==> src/rtl/cmd_frame_pkg.sv <==
// Shared definitions for the 9-byte pulse-command frame.
// Used by the frame encoder (cmd_frame_tx) and by the command parser, so the
// byte order and header value stay identical on both sides of the link.
package cmd_frame_pkg;

  localparam logic [7:0] FRAME_HEAD = 8'h07;
  localparam int         FRAME_LEN  = 9;

  localparam logic [3:0] IDX_HEAD  = 4'd0;
  localparam logic [3:0] IDX_SEL1  = 4'd1;
  localparam logic [3:0] IDX_SEL2  = 4'd2;
  localparam logic [3:0] IDX_W1_H  = 4'd3;
  localparam logic [3:0] IDX_W1_L  = 4'd4;
  localparam logic [3:0] IDX_W2_H  = 4'd5;
  localparam logic [3:0] IDX_W2_L  = 4'd6;
  localparam logic [3:0] IDX_GAP_H = 4'd7;
  localparam logic [3:0] IDX_GAP_L = 4'(FRAME_LEN - 1);

  localparam logic [2:0] ST_IDLE = 3'd0;
  localparam logic [2:0] ST_LOAD = 3'd1;
  localparam logic [2:0] ST_SEND = 3'd2;
  localparam logic [2:0] ST_WAIT = 3'd3;
  localparam logic [2:0] ST_DONE = 3'd4;

  typedef struct packed {
    logic [1:0]  sel;
    logic [15:0] width1;
    logic [15:0] width2;
    logic [15:0] gap;
  } frame_cfg_t;

  // Nine-way byte select; values go out raw, no clamping.
  function automatic logic [7:0] frame_byte(input frame_cfg_t cfg,
                                            input logic [3:0] idx,
                                            input logic [7:0] head);
    case (idx)
      IDX_HEAD:  frame_byte = head;
      IDX_SEL1:  frame_byte = {7'b0, cfg.sel[0]};
      IDX_SEL2:  frame_byte = {7'b0, cfg.sel[1]};
      IDX_W1_H:  frame_byte = cfg.width1[15:8];
      IDX_W1_L:  frame_byte = cfg.width1[7:0];
      IDX_W2_H:  frame_byte = cfg.width2[15:8];
      IDX_W2_L:  frame_byte = cfg.width2[7:0];
      IDX_GAP_H: frame_byte = cfg.gap[15:8];
      IDX_GAP_L: frame_byte = cfg.gap[7:0];
      default:   frame_byte = 8'h00;
    endcase
  endfunction

endpackage

==> src/rtl/byte_gap_timer.sv <==
// Inter-byte gap timer for cmd_frame_tx.
// Counts run cycles from a cleared state and flags the BYTE_GAP-th one.
// Ports:
//   sys_clk  in  system clock
//   sys_rst  in  synchronous reset, active-high
//   clear    in  zero the counter (issued in the byte strobe cycle)
//   run      in  count while high
//   expire   out high during the last run cycle of the gap
module byte_gap_timer #(
  parameter int BYTE_GAP = 57288
) (
  input  logic sys_clk,
  input  logic sys_rst,
  input  logic clear,
  input  logic run,
  output logic expire
);

  localparam int CNT_W = (BYTE_GAP > 1) ? $clog2(BYTE_GAP) : 1;
  localparam logic [CNT_W-1:0] TERM = CNT_W'(BYTE_GAP - 1);

  logic [CNT_W-1:0] gap_cnt;

  assign expire = run && (gap_cnt == TERM);

  // Holds at the terminal value; the next strobe clears it.
  always_ff @(posedge sys_clk) begin
    if (sys_rst || clear) begin
      gap_cnt <= '0;
    end else if (run && !expire) begin
      gap_cnt <= gap_cnt + CNT_W'(1);
    end
  end

endmodule

==> src/rtl/cmd_frame_tx.sv <==
// Pulse-command frame encoder. On start, snapshots channel enables, both
// pulse widths and the gap, then streams the 9-byte frame into uart_tx,
// one pi_flag strobe per byte, spaced one character time plus guard bits.
// Ports:
//   sys_clk, sys_rst   clock, synchronous active-high reset
//   start              one-cycle request to send a frame (ignored while busy)
//   pulse_select[1:0]  ch1/ch2 enables
//   pulse_width1/2     channel pulse widths, 10 ns units
//   pulse_gap          inter-pulse gap, 10 ns units
//   pi_data, pi_flag   byte and byte-valid strobe to uart_tx
//   busy               high from the accepted start until done
//   done               one-cycle pulse after the last byte's gap
//
// state   | meaning
// IDLE    | waiting for start, busy low
// LOAD    | config snapshot valid, header staged on pi_data
// SEND    | pi_flag high for byte idx, gap timer cleared
// WAIT    | gap running; advance idx or finish after the last byte
// DONE    | done pulse, then back to IDLE
module cmd_frame_tx #(
  parameter int         UART_BPS   = 9600,
  parameter int         CLK_FREQ   = 50_000_000,
  parameter logic [7:0] FRAME_HEAD = 8'h07,
  parameter int         GUARD_BITS = 1
) (
  input  logic        sys_clk,
  input  logic        sys_rst,
  input  logic        start,
  input  logic [1:0]  pulse_select,
  input  logic [15:0] pulse_width1,
  input  logic [15:0] pulse_width2,
  input  logic [15:0] pulse_gap,
  output logic [7:0]  pi_data,
  output logic        pi_flag,
  output logic        busy,
  output logic        done
);

  import cmd_frame_pkg::*;

  localparam int BYTE_GAP = (CLK_FREQ / UART_BPS) * (10 + GUARD_BITS);

  logic [2:0]  state;
  logic [3:0]  idx;
  frame_cfg_t  cfg;
  logic        gap_expire;

  assign pi_flag = (state == ST_SEND);
  assign busy    = (state != ST_IDLE);
  assign done    = (state == ST_DONE);

  byte_gap_timer #(
    .BYTE_GAP (BYTE_GAP)
  ) u_gap_timer (
    .sys_clk (sys_clk),
    .sys_rst (sys_rst),
    .clear   (state == ST_SEND),
    .run     (state == ST_WAIT),
    .expire  (gap_expire)
  );

  // The snapshot is taken on the edge that accepts start, so inputs that
  // move during LOAD already miss the frame in flight. pi_data is loaded
  // on the edge into SEND and held through WAIT.
  always_ff @(posedge sys_clk) begin
    if (sys_rst) begin
      state   <= ST_IDLE;
      idx     <= IDX_HEAD;
      cfg     <= '0;
      pi_data <= 8'h00;
    end else begin
      case (state)
        ST_IDLE: begin
          if (start) begin
            cfg.sel    <= pulse_select;
            cfg.width1 <= pulse_width1;
            cfg.width2 <= pulse_width2;
            cfg.gap    <= pulse_gap;
            state      <= ST_LOAD;
          end
        end
        ST_LOAD: begin
          idx     <= IDX_HEAD;
          pi_data <= frame_byte(cfg, IDX_HEAD, FRAME_HEAD);
          state   <= ST_SEND;
        end
        ST_SEND: begin
          state <= ST_WAIT;
        end
        ST_WAIT: begin
          if (gap_expire) begin
            if (idx == IDX_GAP_L) begin
              idx   <= IDX_HEAD;
              state <= ST_DONE;
            end else begin
              idx     <= idx + 4'd1;
              pi_data <= frame_byte(cfg, idx + 4'd1, FRAME_HEAD);
              state   <= ST_SEND;
            end
          end
        end
        ST_DONE: begin
          state <= ST_IDLE;
        end
        default: begin
          state <= ST_IDLE;
        end
      endcase
    end
  end

endmodule

==> config.mk <==
export PLATFORM = sky130hd
export DESIGN_NAME = cmd_frame_tx
export DESIGN_NICKNAME = d
export VERILOG_FILES = /design/src/rtl/cmd_frame_pkg.sv /design/src/rtl/byte_gap_timer.sv /design/src/rtl/cmd_frame_tx.sv
export SDC_FILE = /design/constraint.sdc
export NUM_CORES = 1
export LEC_CHECK = 0
export ABC_AREA = 1
export CORE_MARGIN = 2
export CORE_UTILIZATION = 45
export DETAILED_ROUTE_END_ITERATION = 7
export PLACE_DENSITY = 0.71
export SLEW_MARGIN = 20
export SYNTH_ARGS = -nofsm -noshare
export SYNTH_HDL_FRONTEND = slang
export SYNTH_HIERARCHICAL = 1
export SYNTH_SLANG_ARGS = --single-unit
==> constraint.sdc <==
create_clock -name sys_clk -period 1.7 [get_ports sys_clk]
set_input_delay 0.17 -clock sys_clk [delete_from_list [all_inputs] [get_ports sys_clk]]
set_output_delay 0.17 -clock sys_clk [all_outputs]
set_load 0.1 [all_outputs]
Word level (Yosys, flattened, before mapping)

Index checks and enable logic that the tools add are counted.

Eq/ne operators: 17
Multiplexer cells: 11
Add/sub/neg operators: 2
Reductions and logical operators: 12

Operators by type and width:

| operator              | count |
|---|---|
| $pmux 8 s9            | 1 |
| $add 16x1->16 const B | 1 |
| $eq 16x16->1 const B  | 1 |
| $eq 4x3->1 const B    | 4 |
| $mux 8                | 2 |
| $pmux 8 s2            | 1 |
| $pmux 3 s4            | 1 |
| $mux 3                | 3 |
| $eq 4x2->1 const B    | 2 |
| $eq 4x4->1 const B    | 2 |
| $mux 4                | 2 |
| $pmux 4 s2            | 1 |
| $eq 3x2->1 const B    | 2 |
| $ne 2x2->1 const B    | 3 |
| $reduce_and 2->1      | 3 |
| $add 4x1->4 const B   | 1 |
| $eq 4x1->1 const B    | 1 |
| $logic_not 4->1       | 1 |
| $eq 3x1->1 const B    | 1 |
| $eq 3x3->1 const B    | 1 |
| $logic_not 3->1       | 1 |
| $reduce_and 3->1      | 1 |
| $reduce_bool 3->1     | 1 |
| $logic_and 1x1->1     | 2 |
| 3 further kinds       | 3 |

Bits in registers: 81
Input bits: 53
Logic and storage cells: 50

Longest topological paths before layout

Gate-level depths: netlist (run 1).

Depth after elaboration: 6
Depth in mapped cells: 16

By module

Netlist (run 1), hierarchy kept.

By module, submodules not included:

| module         | area an instance (um2) | sequential area each (um2) | cells each | instances |
|---|---|---|---|---|
| cmd_frame_tx   | 3069.2                 | 1301.2                     | 430        | 1 |
| byte_gap_timer | 1052.3                 | 320.3                      | 166        | 1 |

Least setup slack after synthesis (run 1)

Ideal clock, no wire load.

Kind: register to register
Start: register state[2]
End: register u_gap_timer.gap_cnt[9]
Required time: 1566 ps
Slack: -363 ps
Period minus slack after synthesis: 2063 ps
Setup time: 134 ps
Buffers on the path: 1
Cell stages (with the launch flop): 8
Data arrival time: 1930 ps
Cells stage by stage: dfxtp_1 > nor2_1 > nand2_1 > inv_1 > nor2_1 > inv_1 > clkbuf_1 > nor2_1

Elaborated cells between the ends (all ways): 6
Classes of those cells: 2 x eq/ne; 4 x reduce/logical

RTL lines:

| item                     | RTL line             | source |
|---|---|---|
| start: declaration       | cmd_frame_tx.sv:43   | `logic [2:0] state;` |
| start signal: assignment | cmd_frame_tx.sv:67   | `state <= ST_IDLE;` |
| start signal: assignment | cmd_frame_tx.sv:79   | `state <= ST_LOAD;` |
| start signal: assignment | cmd_frame_tx.sv:85   | `state <= ST_SEND;` |
| $eq 3x2->1               | n/a                  |  |
| net pi_flag              | cmd_frame_tx.sv:34   | `output logic pi_flag,` |
| $logic_or 1x1->1         | byte_gap_timer.sv:28 | `if (sys_rst \|\| clear) begin` |
| end signal: assignment   | byte_gap_timer.sv:31 | `gap_cnt <= gap_cnt + CNT_W'(1);` |
| end: declaration         | byte_gap_timer.sv:22 | `logic [CNT_W-1:0] gap_cnt;` |

The timed path passes the listed nets, and every way through them passes these cells.
A chain may end at the register's enable or synchronous reset.

Worst setup path in the final report (run 1)

Start: register u_gap_timer.gap_cnt[10]
End: register idx[3]

Longest elaborated chain between the ends: 4

Ends and longest elaborated chain:

| item                       | RTL line             | source |
|---|---|---|
| $eq 16x16->1               | byte_gap_timer.sv:24 | `assign expire = run && (gap_cnt == TERM);` |
| $logic_and 1x1->1          | byte_gap_timer.sv:24 |  |
| net gap_expire             | cmd_frame_tx.sv:46   | `logic gap_expire;` |
| $ne 2x2->1 (no line)       | n/a                  |  |
| $reduce_and 2->1 (no line) | n/a                  |  |
| end signal: assignment     | cmd_frame_tx.sv:96   | `idx <= idx + 4'd1;` |
| end: declaration           | cmd_frame_tx.sv:44   | `logic [3:0] idx;` |

The timed path passes the listed nets, and every way through them passes these cells.

==> results of run 1 <==
power by group:
| group | switching [mW] | internal [mW] | leakage, nW |
|---|---|---|---|
| combinational | 0.791 | 0.484 | 1.43 |
| sequential | 0.141 | 2.10 | 0.669 |
| clock | 0.716 | 0.827 | 0.110 |
| total | 1.65 | 3.41 | 2.21 |
final cells by class:
type                       count  area share [%]
multi-input combinational    395            39.8
inverter                      97            6.99
clock inverter                 6            1.66
clock buffer                   9            2.25
timing repair buffer          96            17.0
sequential                    81            29.8
tap                          108            2.46
registers in the layout, indices dropped and copies added (netlist names):
register and count:
pi_data 8, cfg 50, state 3, idx 4, u_gap_timer/gap_cnt 16
logic make-up after synthesis:
group | count (synthesis) | synth area share, %
buffers and inverters | 121 | 12.1
xor gates and xnor gates | 5 | 1.06
AOI/OAI and AO/OA | 141 | 17.8
and+or+nand+nor | 241 | 27.6
adders and majority gates | 7 | 2.12
DFF | 81 | 39.3
worst max-delay path, cell delays in order, from the launching register on:
cell and delay (ns):
dfxtp_1 0.42, nand2_2 0.11, inv_2 0.08, nand2_2 0.06
nor2_2 0.08, nand2_2 0.08, nor2_4 0.14, inv_2 0.07
nor2_4 0.12, inv_2 0.07, nand2_4 0.07, inv_6 0.05
a31oi_1 0.15, a211oi_1 0.07
routing by layer:
layer | routed length, µm | vias to the layer above | global-route usage, %
met5 | 0 | - | 0
met4 | 370 | 0 | 7.27
met3 | 408 | 28 | 4.57
met2 | 5580 | 114 | 38.8
met1 | 4320 | 1821 | 24.0
li1 | - | 2093 | -
metrics by stage:
stage | power, mW | std cells | instance area [µm²] | utilization, % | TNS (ns)
detailed placement | 3.43 | 768 | 5020 | 57.0 | -0.126
CTS | 4.95 | 783 | 5250 | 59.6 | 0
global route | 5.31 | 792 | 5500 | 62.4 | -0.236
global placement | 3.40 | 768 | 5020 | 57.0 | -0.0124
finish | 5.06 | 792 | 5500 | 62.4 | 0
floorplan | 3.02 | 596 | 4170 | - | 0
final timing paths:
kind	startpoint	end	cells past startpoint
hold reg to reg	cfg[44]$_SDFFE_PP0P_	cfg[44]$_SDFFE_PP0P_	2
setup / recovery	u_gap_timer/gap_cnt[10]$_SDFFE_PP0P_	idx[3]$_SDFFE_PP0P_	13
hold / removal	pulse_width1[9]	cfg[41]$_SDFFE_PP0P_	3
setup reg to reg	u_gap_timer/gap_cnt[10]$_SDFFE_PP0P_	idx[3]$_SDFFE_PP0P_	13
synthesized netlist by cell type (3+ instances only):
cell type / n / share of area (%)
inv_1: 92 / 8.4
nand3_2: 4 / 0.97
ha_1: 7 / 2.1
o21ai_1: 6 / 0.73
inv_2: 5 / 0.46
clkbuf_1: 16 / 1.5
buf_6: 3 / 0.82
dfxtp_1: 81 / 39
nor2_1: 44 / 4.0
nand4_1: 23 / 3.5
xor2_1: 3 / 0.64
nand3b_1: 3 / 0.55
nand2_2: 8 / 1.2
a21oi_1: 66 / 8.0
a21oi_2: 5 / 1.1
nor2_2: 4 / 0.61
nand3_1: 37 / 4.5
nand2_1: 111 / 10
o21ai_0: 60 / 7.3
repair_timing:
item	4_1_cts	5_1_grt
pin swaps	0	19
gates resized for setup	3	60
setup endpoints to repair	3	23
cloned	0	1
setup buffers	0	8
==> flow_metrics.py, run 1 <==
metrics = {
    "finish": {
        "most-common-layout-cells": "99 x nand2_1, 83 x inv_1, 75 x dfxtp_1",
        "fillers": 763,
        "fin_nets": 740,
        "multi_input_area_um2": 2190,
        "layout_commonest_cell": "nand2_1",
        "syn2layout_area_growth_pct": 33.3,
        "drive_above_1_share_pct": 20.2,
        "ff_latch_area_um2": 1640,
        "insertedDiodeCount": 0,
    },
    "placement": {
        "portBuffers": 63,
        "post-place-ws_ns": -0.0512,
        "dp_hpwl_um": 7570,
        "gp_congestion": 0.961,
    },
    "timing": {
        "max_freq_mhz": 592,
        "slew_viol_final": 0,
        "whs_ns": 0.429,
        "hold_violations": 0,
        "relSlewSlack_pct": 76.1,
        "setup_violations": 0,
        "finClkSkew_ns": 0.00820,
        "min_period_over_period_pct": 99.4,
        "rsz0062_at_grt": "true",
        "layout_min_cycle_time_ns": 1.69,
        "worst_pin_slew_ns": 0.357,
        "finalWorstSetupSlack_ns": 0.0106,
    },
    "logic_synthesis": {
        "ys_ff_latch": 81,
        "synth_edf_count": 0,
        "syn_area_um2": 4120,
        "synth_cell_types": 31,
        "yosysSeqAreaShare_pct": 39.3,
        "synthesis.nets": 656,
        "async_flop_share_pct": 0,
        "avgSynthCellArea_um2": 6.92,
        "yosys_warnings": 6,
        "synthCells": 596,
        "ys.flop_type": "dfxtp_1",
    },
    "detailed_routing": {
        "drt_wl_total_um": 10700,
        "detail-route-antenna-nets": 0,
        "drt-pass1-iter-count": 5,
        "drt_iter0_markers": 177,
        "remaining_drc_errors": 0,
        "vias": 4056,
        "detail_route.wl_per_cell_um": 13.5,
        "drt-vias-per-instance": 5.12,
    },
    "global_routing": {
        "grt-ovfl-total": 0,
        "grt_pass1_vias": 3715,
        "grt_usage_pct": 21.1,
        "grt_start_max_net_pins": 101,
        "antenna_found_initial": 0,
        "grt_pass1_wl_um": 16900,
    },
    "cts": {
        "cts_tree": "done",
        "cts_made_buffers": 9,
        "cts_hold_buf": 0,
        "cts_buffer_depth": 2,
        "worstSkewPairLatency_ns": 0.35,
        "cts_max_level": 3,
        "cts.sinks": 81,
        "clkSlewWorstSetupHoldPaths_ns": 0.09,
        "root_buffer": "clkbuf_8",
    },
    "pwr": {
        "p_per_area_nw_per_um2": 920,
        "max-vdd-ir-drop_v": 0.000448,
        "leakagePower_nw": 2.21,
    },
    "floorplan": {
        "start_util_pct": 46.8,
        "coreArea_um2": 8810,
        "die_width_um": 99.7,
        "fp-row-count": 34,
        "io-pin-count": 64,
        "die_y_um": 99.7,
        "dieArea_um2": 9940,
    },
    "critical_path": {
        "end_kind": "flop",
        "cp.required_ns": 1.94,
        "cp_max_fo": 6,
        "r2r_slack_ns": 0.01,
        "critPathLaunchType": "flop",
        "worstSetupPathType": "reg2reg",
        "critical_path_arrival_ns": 1.93,
    },
    "flow_run": {
        "cap_violations": 0,
    },
    "status": {
        "outcome": "completed",
    },
    "worst_hold_path": {
        "hp-class": "in2reg",
    },
}
Power figures use the tool's default switching activity.
==> run 2: changes to the inputs <==
--- a/config.mk
+++ b/config.mk
@@ -9,7 +9,7 @@
 export CORE_MARGIN = 2
 export CORE_UTILIZATION = 45
 export DETAILED_ROUTE_END_ITERATION = 7
-export PLACE_DENSITY = 0.71
+export PLACE_DENSITY = 0.68
 export SLEW_MARGIN = 20
 export SYNTH_ARGS = -nofsm -noshare
 export SYNTH_HDL_FRONTEND = slang
==> flow_metrics.py, run 2 (synthesis gave the netlist of run 1 again) <==
metrics = {
    "placement": {
        "dp.cells": 774,
        "portBuffers": 63,
        "gp_congestion": 0.865,
        "dp_hpwl_um": 7800,
        "post-place-ws_ns": -0.0793,
    },
    "detailed_routing": {
        "drt-vias-per-instance": 5.14,
        "vias": 4140,
        "drt_iter0_markers": 222,
        "drt-pass1-iter-count": 4,
        "detail_route.wl_per_cell_um": 13.3,
        "detail-route-antenna-nets": 0,
        "drt_wl_total_um": 10700,
        "remaining_drc_errors": 0,
    },
    "pwr": {
        "leakagePower_nw": 2.21,
        "intPower_mw": 3.11,
        "swShare_pct": 34.5,
        "p_per_area_nw_per_um2": 863,
        "clkPwrFrac_pct": 26.1,
        "power.switching_mw": 1.64,
        "seqPwrFrac_pct": 47.0,
        "max-vdd-ir-drop_v": 0.000461,
        "report.power.total_mw": 4.76,
        "pwr-share-comb_pct": 26.9,
    },
    "finish": {
        "multi_input_area_um2": 2190,
        "largest-register": "cfg",
        "layout_commonest_cell": "nand2_1",
        "most-common-layout-cells": "101 x nand2_1, 84 x inv_1, 75 x dfxtp_1",
        "ff_latch_area_um2": 1640,
        "final_cells": 805,
        "biggestRegsByFlops": "cfg: 50 flops, u_gap_timer/gap_cnt: 16 flops, pi_data: 8 flops",
        "drive_above_1_share_pct": 20.9,
        "fin_nets": 752,
        "fillers": 811,
        "syn2layout_area_growth_pct": 33.8,
        "insertedDiodeCount": 0,
        "fin_util_pct": 62.6,
        "largest_reg_flops": 50,
    },
    "global_routing": {
        "grt_pass1_wl_um": 17400,
        "antenna_found_initial": 0,
        "grt_start_max_net_pins": 94,
        "grt_usage_pct": 21.5,
        "grt-ovfl-total": 0,
        "grt_pass1_vias": 3872,
    },
    "critical_path": {
        "critPathLaunchType": "flop",
        "cp.required_ns": 1.96,
        "r2r_slack_ns": 0.04,
        "worstSetupPathType": "reg2reg",
        "end_kind": "flop",
        "critical_path_arrival_ns": 1.92,
        "cp_max_fo": 7,
    },
    "timing": {
        "finalSetupTns_ns": 0,
        "finClkSkew_ns": 0.00659,
        "max_freq_mhz": 603,
        "rsz0062_at_grt": "true",
        "min_period_over_period_pct": 97.6,
        "finalWorstSetupSlack_ns": 0.0408,
        "slew_viol_final": 0,
        "relSlewSlack_pct": 75.3,
        "worst_pin_slew_ns": 0.369,
        "hold_violations": 0,
        "layout_min_cycle_time_ns": 1.66,
        "setup_violations": 0,
    },
    "cts": {
        "cts_made_buffers": 9,
        "cts.sinks": 81,
        "clkSlewWorstSetupHoldPaths_ns": 0.08,
        "cts_hold_buf": 0,
        "cts_tree": "done",
        "worstSkewPairLatency_ns": 0.36,
        "cts_buffer_depth": 2,
        "root_buffer": "clkbuf_8",
        "cts_max_level": 3,
    },
    "floorplan": {
        "die_y_um": 99.7,
        "coreArea_um2": 8810,
        "start_util_pct": 46.8,
        "fp-row-count": 34,
        "io-pin-count": 64,
        "dieArea_um2": 9940,
        "die_width_um": 99.7,
    },
    "worst_hold_path": {
        "hp-class": "in2reg",
    },
    "status": {
        "outcome": "completed",
    },
    "flow_run": {
        "cap_violations": 0,
    },
}
## run 2: changes by cell type in the layout (fill, tap and decap cells not counted), sizes merged
| cell | change |
|---|---|
| buf | +10 |
| clkinvlp | +3 |
| bufinv | -2 |
| clkbuf | +2 |
| clkinv | -2 |
| inv | +1 |
| nand2 | +1 |
## run 2: cell type report
| class | count | share of cell area, % |
|---|---|---|
| multi-input combinational | 396 | 39.7 |
| tap | 108 | 2.45 |
| clock inverter | 6 | 0.794 |
| sequential | 81 | 29.7 |
| timing repair buffer | 107 | 18.2 |
| inverter | 97 | 6.81 |
| clock buffer | 10 | 2.31 |
## run 2: power by group through the flow
stage	sequential (mW)	clock (mW)	combinational (mW)
after floorplan	2.33	0	0.694
after global placement	2.27	0	1.14
after detailed placement	2.28	0	1.16
after CTS	2.23	1.27	1.18
after global routing	2.26	1.35	1.40
final	2.23	1.24	1.28
## run 2: routing by layer
layer	part of all wire (%)	GRT usage [%]	vias to the layer above	wire length (µm)
met4	2.5	8.96	0	267
met2	51	38.3	100	5430
met5	0	0	-	0
met3	4.7	4.08	23	505
li1	-	-	2122	-
met1	42	25.3	1895	4500
## run 2: repair_timing
action                                  4_1_cts  5_1_grt
gates cloned                                  0        2
pin swaps                                     1       16
resized for setup                            12       43
endpoints found under the setup margin        5       22
setup buffers                                 1       12
## run 2: final timing paths
kind | startpoint | endpoint | cells after the start
worst max-delay path | idx[0]$_SDFFE_PP0P_ | pi_data[2]$_SDFFE_PP0P_ | 10
worst max register to register | idx[0]$_SDFFE_PP0P_ | pi_data[2]$_SDFFE_PP0P_ | 10
worst min-delay path | pulse_width1[2] | cfg[34]$_SDFFE_PP0P_ | 3
worst min register to register | cfg[42]$_SDFFE_PP0P_ | cfg[42]$_SDFFE_PP0P_ | 2
## run 2: critical path, cell delays in order (launching register included)
cell,delay (ns)
dfxtp_4,0.38
buf_4,0.13
nand4_1,0.21
nand2_8,0.20
nor2_8,0.07
nand2_2,0.08
o21ai_1,0.07
nor2_1,0.20
nand3b_1,0.12
nand2_1,0.07
inv_1,0.03
## run 2: stage by stage
step	hold slack, ns	area, µm²
floorplan	0.248	4170
global placement	0.437	5060
detailed placement	0.442	5060
CTS	0.429	5280
global route	0.447	5510
finish	0.432	5510
==> run 3: changes to the inputs <==
--- a/config.mk
+++ b/config.mk
@@ -7,9 +7,9 @@
 export LEC_CHECK = 0
 export ABC_AREA = 1
 export CORE_MARGIN = 2
-export CORE_UTILIZATION = 45
+export CORE_UTILIZATION = 40
 export DETAILED_ROUTE_END_ITERATION = 7
-export PLACE_DENSITY = 0.68
+export PLACE_DENSITY = 0.62
 export SLEW_MARGIN = 20
 export SYNTH_ARGS = -nofsm -noshare
 export SYNTH_HDL_FRONTEND = slang
==> flow_metrics.py, run 3 (synthesis gave the netlist of run 1 again) <==
metrics = {
    "status": {
        "outcome": "completed",
    },
    "critical_path": {
        "timing.rr.start": "u_gap_timer/gap_cnt[1]$_SDFFE_PP0P_",
        "cp_cell_sequence": "ha_4 > nand2_2 > inv_1 > nand2_1 > nor2_2 > nand2_2 > nor2_4 > inv_2 > nor2_2 > inv_2 > nand2_4 > inv_4 > a31oi_4 > a211oi_2",
        "slowest_stage": "dfxtp_4",
        "critPathLaunchType": "flop",
        "reg2reg_depth": 14,
        "cp_max_fo": 6,
        "worstSetupPathType": "reg2reg",
        "cp.required_ns": 1.96,
        "critical_path_arrival_ns": 1.87,
        "crit_start": "u_gap_timer/gap_cnt[1]$_SDFFE_PP0P_",
        "crit_path_max_incr_delay_ns": 0.37,
        "end_kind": "flop",
    },
    "cts": {
        "cts_max_level": 3,
        "cts.sinks": 81,
        "clkSlewWorstSetupHoldPaths_ns": 0.08,
        "cts_hold_buf": 0,
        "cts_made_buffers": 9,
        "cts_tree": "done",
        "cts_buffer_depth": 2,
        "root_buffer": "clkbuf_8",
        "worstSkewPairLatency_ns": 0.37,
    },
    "finish": {
        "layout_commonest_cell": "nand2_1",
        "insertedDiodeCount": 0,
        "biggestRegsByFlops": "cfg: 50 flops, u_gap_timer/gap_cnt: 16 flops, pi_data: 8 flops",
        "syn2layout_area_growth_pct": 34.9,
        "largest-register": "cfg",
        "fin_nets": 747,
        "most-common-layout-cells": "105 x nand2_1, 86 x inv_1, 76 x dfxtp_1",
        "drive_above_1_share_pct": 19.8,
        "fin_util_pct": 54.6,
        "final_cells": 828,
        "largest_reg_flops": 50,
    },
    "detailed_routing": {
        "drt_iter0_markers": 201,
        "detail_route.wl_per_cell_um": 12.7,
        "drt-vias-per-instance": 4.79,
        "drt-pass1-iter-count": 4,
        "vias": 3968,
        "detail-route-antenna-nets": 0,
        "remaining_drc_errors": 0,
        "drt_wl_total_um": 10500,
    },
    "timing": {
        "max_freq_mhz": 619,
        "relSlewSlack_pct": 76.5,
        "rsz0062_at_grt": "true",
        "worst_pin_slew_ns": 0.351,
        "finClkSkew_ns": 0.00670,
        "hold_violations": 0,
        "setup_violations": 0,
        "layout_min_cycle_time_ns": 1.61,
        "slew_viol_final": 0,
        "min_period_over_period_pct": 95.0,
    },
    "placement": {
        "dp.cells": 802,
        "dp_hpwl_um": 7910,
        "portBuffers": 63,
        "gp_congestion": 0.866,
    },
    "global_routing": {
        "grt_usage_pct": 19.4,
        "grt-ovfl-total": 0,
        "grt_start_max_net_pins": 89,
        "antenna_found_initial": 0,
        "grt_pass1_vias": 3664,
        "grt_pass1_wl_um": 17200,
    },
    "pwr": {
        "intPower_mw": 3.51,
        "power.switching_mw": 1.64,
        "leakagePower_nw": 2.24,
        "clkPwrFrac_pct": 31.5,
        "pwr-share-comb_pct": 25.2,
        "max-vdd-ir-drop_v": 0.000511,
        "seqPwrFrac_pct": 43.4,
        "p_per_area_nw_per_um2": 926,
        "swShare_pct": 31.9,
    },
    "floorplan": {
        "die_width_um": 106,
        "die_y_um": 106,
        "coreArea_um2": 10200,
        "fp-row-count": 37,
        "io-pin-count": 64,
        "start_util_pct": 40.5,
        "dieArea_um2": 11100,
    },
    "worst_hold_path": {
        "holdPathStages": 3,
        "holdCritStartpoint": "pulse_width1[11]",
        "hp-class": "in2reg",
    },
    "flow_run": {
        "cap_violations": 0,
    },
}
==> run 3: cell types whose count changed in the layout (fill, tap and decap cells not counted), sizes merged <==
cell and delta:
clkinvlp -3, buf -2, bufinv +2, nand2 -2, clkinv +1, inv -1
==> run 3: final timing paths <==
check                           slack, ns                    to
worst max-delay path                 0.09   idx[3]$_SDFFE_PP0P_
worst min register to register       0.45  cfg[40]$_SDFFE_PP0P_
worst max register to register       0.09   idx[3]$_SDFFE_PP0P_
worst min-delay path                 0.42  cfg[43]$_SDFFE_PP0P_
==> run 3: layout make-up <==
cell class	instances	area, µm²
Fill cell	1028	4620
Multi-Input combinational cell	394	2140
Sequential cell	81	1630
Timing Repair Buffer	104	1010
Inverter	97	378
Tap cell	136	170
Clock buffer	11	151
Clock inverter	5	77.6
==> run 3: what timing repair did <==
| item | in CTS | in global routing |
|---|---|---|
| resized for setup | 1 | 39 |
| buffers inserted | 0 | 10 |
| hold endpoints to repair | 0 | 0 |
| pin swaps | 0 | 12 |
| endpoints found under the setup margin | 1 | 24 |
==> run 3: through the flow <==
step / TNS, ns / hold slack, ns / instance area [µm²] / power (mW) / worst slack (ns)
floorplan: 0 / 0.248 / 4170 / 3.02 / 0.00947
global placement: 0 / 0.437 / 5110 / 3.43 / 0.0814
finish: 0 / 0.416 / 5560 / 5.15 / 0.0852
CTS: 0 / 0.403 / 5340 / 5.07 / 0.00133
global route: -0.161 / 0.434 / 5560 / 5.42 / -0.0365
detailed placement: 0 / 0.441 / 5110 / 3.45 / 0.0104
==> run 3: critical path, delay by kind of cell (launching register included) <==
| kind | cells | cell delay [ns] |
|---|---|---|
| compound gates | 2 | 0.22 |
| fa+ha+maj | 1 | 0.13 |
| buf+inv | 4 | 0.21 |
| flops | 1 | 0.37 |
| simple gates | 7 | 0.58 |
==> run 3: metal layers <==
metal / wire, µm / track usage [%] / up-vias
met1: 4940 / 25.5 / 1769
met4: 203 / 7.89 / 0
met3: 448 / 4.82 / 20
li1: - / - / 2108
met5: 0 / 0 / -
met2: 4880 / 30.6 / 71
==> run 3: power groups by stage <==
stage / registers (mW) / clock network, mW / logic [mW]
CTS: 2.23 / 1.66 / 1.18
global placement: 2.27 / 0 / 1.15
global route: 2.26 / 1.73 / 1.43
detailed placement: 2.28 / 0 / 1.18
floorplan: 2.33 / 0 / 0.694
finish: 2.23 / 1.62 / 1.30
